$ cat config.mk
export PLATFORM = sky130hd
export DESIGN_NAME = osc_ctrl
export DESIGN_NICKNAME = d
export VERILOG_FILES = /design/src/rtl/osc_ctrl.sv
export SDC_FILE = /design/constraint.sdc
export NUM_CORES = 1
export LEC_CHECK = 0
export BUFFER_PORTS_ARGS = -buffer_cell sky130_fd_sc_hd__buf_4
export CORE_AREA = 3 3 117 119
export DETAILED_ROUTE_END_ITERATION = 10
export DIE_AREA = 0 0 120 122
export HOLD_SLACK_MARGIN = 0.06
export PLACE_DENSITY = 0.82
export SLEW_MARGIN = 15
export SYNTH_ARGS = -nofsm -noshare
export SYNTH_HDL_FRONTEND = slang
export SYNTH_SLANG_ARGS = --single-unit
$ cat constraint.sdc
create_clock -name Fg_clk -period 6.8 [get_ports Fg_clk]
set_input_delay 1.36 -clock Fg_clk [delete_from_list [all_inputs] [get_ports Fg_clk]]
set_output_delay 1.36 -clock Fg_clk [all_outputs]
set_load 0.03 [all_outputs]
$ cat src/rtl/osc_ctrl.sv
// osc_ctrl: host-command sequencer that loads, paces and retunes a resonator oscillator
module osc_ctrl #(
    parameter int unsigned TMO_CYC = 1048575
) (
    input  logic        Fg_clk,
    input  logic        Resetn,
    input  logic        cmd_valid,
    output logic        cmd_ready,
    input  logic [1:0]  cmd_op,
    input  logic [2:0]  cmd_mode,
    input  logic [31:0] cmd_init1,
    input  logic [31:0] cmd_init2,
    input  logic [15:0] cmd_rate_div,
    input  logic [31:0] osc_out1,
    output logic        Enable,
    output logic        Ready,
    output logic        FreqChng,
    output logic [2:0]  Mode,
    output logic [31:0] init1,
    output logic [31:0] init2,
    output logic        busy,
    output logic        err,
    output logic        upd_done
);
    typedef enum logic [2:0] {IDLE, LOAD, RUN, CHG, WAIT} state_t;
    localparam logic [1:0] OP_START = 2'd0;
    localparam logic [1:0] OP_CHANGE = 2'd1;
    localparam logic [1:0] OP_STOP = 2'd2;
    localparam logic [19:0] TMO_LAST = 20'(TMO_CYC - 1);
    state_t state;
    logic [15:0] rate_div;
    logic [15:0] div_cnt;
    logic [15:0] div_nxt;
    logic [19:0] tmo_cnt;
    logic xfer;
    logic zc;
    logic tmo_hit;
    // handshake, zero-crossing window, divider wrap and apply/timeout detection
    always_comb begin
        cmd_ready = (state == IDLE) || (state == RUN);
        busy = !cmd_ready;
        xfer = cmd_valid && cmd_ready;
        zc = (Mode == 3'd4) ? (&osc_out1[31:23] || ~|osc_out1[31:23])
                            : (&osc_out1[31:22] || ~|osc_out1[31:22]);
        div_nxt = (div_cnt == rate_div) ? 16'd0 : div_cnt + 16'd1;
        upd_done = (state == WAIT) && Enable && zc;
        tmo_hit = tmo_cnt == TMO_LAST;
    end
    // control FSM; Enable is registered from the next divider value so it is glitch-free
    always_ff @(posedge Fg_clk or negedge Resetn) begin
        if (!Resetn) begin
            state <= IDLE;
            Enable <= 1'b0;
            Ready <= 1'b0;
            FreqChng <= 1'b0;
            err <= 1'b0;
            Mode <= 3'd0;
            init1 <= 32'd0;
            init2 <= 32'd0;
            rate_div <= 16'd0;
            div_cnt <= 16'd0;
            tmo_cnt <= 20'd0;
        end else begin
            Ready <= 1'b0;
            FreqChng <= 1'b0;
            Enable <= 1'b0;
            if (xfer && cmd_op == OP_START) begin
                Mode <= cmd_mode;
                init1 <= cmd_init1;
                init2 <= cmd_init2;
                rate_div <= cmd_rate_div;
                err <= 1'b0;
                state <= LOAD;
                Ready <= 1'b1;
            end else begin
                case (state)
                    LOAD: begin
                        state <= RUN;
                        div_cnt <= 16'd0;
                        Enable <= rate_div == 16'd0;
                    end
                    RUN: begin
                        div_cnt <= div_nxt;
                        if (xfer && cmd_op == OP_STOP) begin
                            state <= IDLE;
                        end else if (xfer && cmd_op == OP_CHANGE) begin
                            init1 <= cmd_init1;
                            init2 <= cmd_init2;
                            state <= CHG;
                            FreqChng <= 1'b1;
                        end else begin
                            Enable <= div_nxt == rate_div;
                        end
                    end
                    CHG: begin
                        state <= WAIT;
                        tmo_cnt <= 20'd0;
                        Enable <= div_cnt == rate_div;
                    end
                    WAIT: begin
                        div_cnt <= div_nxt;
                        if (upd_done) begin
                            state <= RUN;
                            Enable <= div_nxt == rate_div;
                        end else if (tmo_hit) begin
                            err <= 1'b1;
                            state <= LOAD;
                            Ready <= 1'b1;
                        end else begin
                            tmo_cnt <= tmo_cnt + 20'd1;
                            Enable <= div_nxt == rate_div;
                        end
                    end
                    default: ;
                endcase
            end
        end
    end
endmodule

==> impl_metrics.toml <==
[clocking]
clockBufferDepth = 2
post_cts_resized = 0
ctsHoldBuffers = 0
cts_inserted_buffers = 17
htree_levels = 4
postCtsSetupBuffers = 0
clk_pin_slew_worst_paths_ns = 0.06
cts_tree = "done"
clock-sinks = 126
cts_root_buf = "clkbuf_16"
clock_latency_ns = 0.42

[detailed_routing]
wl_per_cell_um = 17.9
dr.pass1.iters = 5
totalWireLength_um = 17100
num_vias = 5304
ant_nets = 0
drc = 0
via_per_inst = 5.55
drtIter0Drc = 410

[floorplan]
initial_core_util = 0.495
core_area_mm2 = 0.0127
rows = 41
die_w_um = 120
num_io_pins = 194
dieArea_mm2 = 0.0146
fp.dieH_um = 122

[sta]
maxSlewHeadroom = 0.253
worst_pin_slew_ns = 1.11
setup_tns_ns = 0
drv_slew = 0
max_freq_mhz = 252
layout_setup_ws_ns = 2.84
timing.clock.skew_ns = 0.0106
setup_viol_count_final = 0
finalCritPeriodShare = 0.583
finalHoldViolCount = 0
grt_setup_unrepaired = "no"
period_needed_ns = 3.96

[layout]
antennaDiodeCount = 0
drive_gt1_frac = 0.368
fillers = 946
design_area_mm2 = 0.00827
post-route-util = 0.652
area_growth_pct = 31.7
fin_nets = 893

[place]
pre_cts_ws_ns = 2.85
hpwl_um = 12400
dpl_cell_area_mm2 = 0.00768
port_buffers = 171
gp_congestion = 0.976

[status]
status = "finished clean"

[global_route]
gr-usage-all-layers = 0.238
grt_overflow = 0
grt_max_degree = 84
grt_pass1_wl_um = 27500
grt_pass1_vias = 5577
antenna_found_initial = 0

[setup_path]
rr_endpoint = "div_cnt[9]"
crit_arrival_ns = 2.60
crit_required_ns = 5.44
cp-end-kind = "primary output"
critPathKind = "input port to primary output"
r2r-start = "state[0]"
reg2reg_slack_ns = 3.66
setup.worst_path.start = "osc_out1[27]"
reg2reg_depth = 8
cp-start-kind = "input port"
cp_max_fo = 6
cp-endpoint = "upd_done"

[yosys]
synth_flop_cell = "dfrtp_1"
ys_warn_count = 0
ys_seq_elements = 126
async_flop_share = 1.00
synth_area_mm2 = 0.00627
synth_nets = 729
postSynthAreaPerCell_um2 = 10.4
synth-edff-count = 0
synthCells = 606
ys_types = 61
seq_area_frac_synth = 0.502

[flow_run]
drv_cap = 0

[hold_path]
hold_class = "flip-flop to flip-flop"

[pwr]
vdd_drop_max_v = 0.000375
p_leak_uw = 0.00385
cellPowerDensity_mw_per_mm2 = 465
[sequential cells by signal, indices dropped and copies added (netlist names)]
name / flops
FreqChng: 1
init2: 32
init1: 32
err: 1
Ready: 1
tmo_cnt: 20
Enable: 1
rate_div: 16
state: 3
Mode: 3
div_cnt: 16
[synthesized netlist by cell type, drive strengths merged, types with 5 or more instances]
cell type  instances  area [µm²]
dfrtp            126        3150
xnor2             23         209
or3                6        37.5
buf               15        78.8
nor4               6        43.8
o21ai             46         230
mux2              64         721
o31ai              6        45.0
and3               5        31.3
a21oi             12        60.1
nand4             17         121
xor2              27         236
inv               11        41.3
nor2              54         210
nand3             15        80.1
nand2             88         330
clkbuf            14        52.6
nor3              16         101
[per-layer routing]
| metal | wire [µm] | global-route usage | vias up |
|---|---|---|---|
| met1 | 6390 | 0.273 | 2584 |
| met2 | 8810 | 0.405 | 232 |
| li1 | - | - | 2453 |
| met4 | 424 | 0.0981 | 0 |
| met5 | 0 | 0 | - |
| met3 | 1510 | 0.0873 | 35 |
[power breakdown]
part           switching, µW  internal, µW  leakage, µW
clock network            357           546     0.000268
registers                266          1030      0.00160
logic                    978           665      0.00198
[logic make-up after synthesis]
kind of cell / Yosys count / share of synthesized area
buffers and inverters: 40 / 0.0275
adders and majority gates: 3 / 0.00598
xor gates and xnor gates: 50 / 0.0710
and+or+nand+nor: 235 / 0.187
DFF: 126 / 0.502
muxes: 67 / 0.120
AOI/OAI and AO/OA: 85 / 0.0863
[through the flow]
stage	std cells	hold slack (ns)	power [µW]
finish	955	0.507	3850
global route	955	0.522	4050
CTS	955	0.509	3860
detailed placement	923	0.494	2940
global placement	923	0.484	2860
floorplan	606	0.489	2310
[worst min path at each step]
stage	from	endpoint	slack (ns)	depth (start not counted)
final	init2[15]	init2[15]	0.51	1
after detailed placement	init1[1]	init1[1]	0.49	1
after global routing	init1[18]	init1[18]	0.52	1
after CTS	init2[15]	init2[15]	0.51	1
after global placement	Mode[0]	Mode[0]	0.48	2
after floorplan	rate_div[0]	rate_div[0]	0.49	2
[cells in the final DEF, fill, tap and decap left out, types with 12 or more instances in the layout]
cell and count:
nor2_1 53, nor3_1 13, o21ai_0 39, nand3_1 14, nand2_1 88, dfrtp_1 126
mux2_2 64, buf_4 174, xor2_1 27, nand4_1 16, xnor2_1 22, clkbuf_16 17
a21oi_1 12
[final cells by class]
type	instances	area (µm²)	share of cell area
well taps	172	215	0.0260
repair buffers	174	1310	0.158
clock buffers	18	429	0.0519
clock inverters	14	160	0.0194
multi-input cells	440	2960	0.358
inverters	11	41.3	0.00500
flip-flops and latches	126	3150	0.381
[worst max-delay path, stage by stage]
cell       delay [ns]
buf_4            0.11
nor4_1           0.25
and3_1           0.22
o2111ai_2        0.19
inv_1            0.26
buf_4            0.21
(Power assumes the default switching activity.)
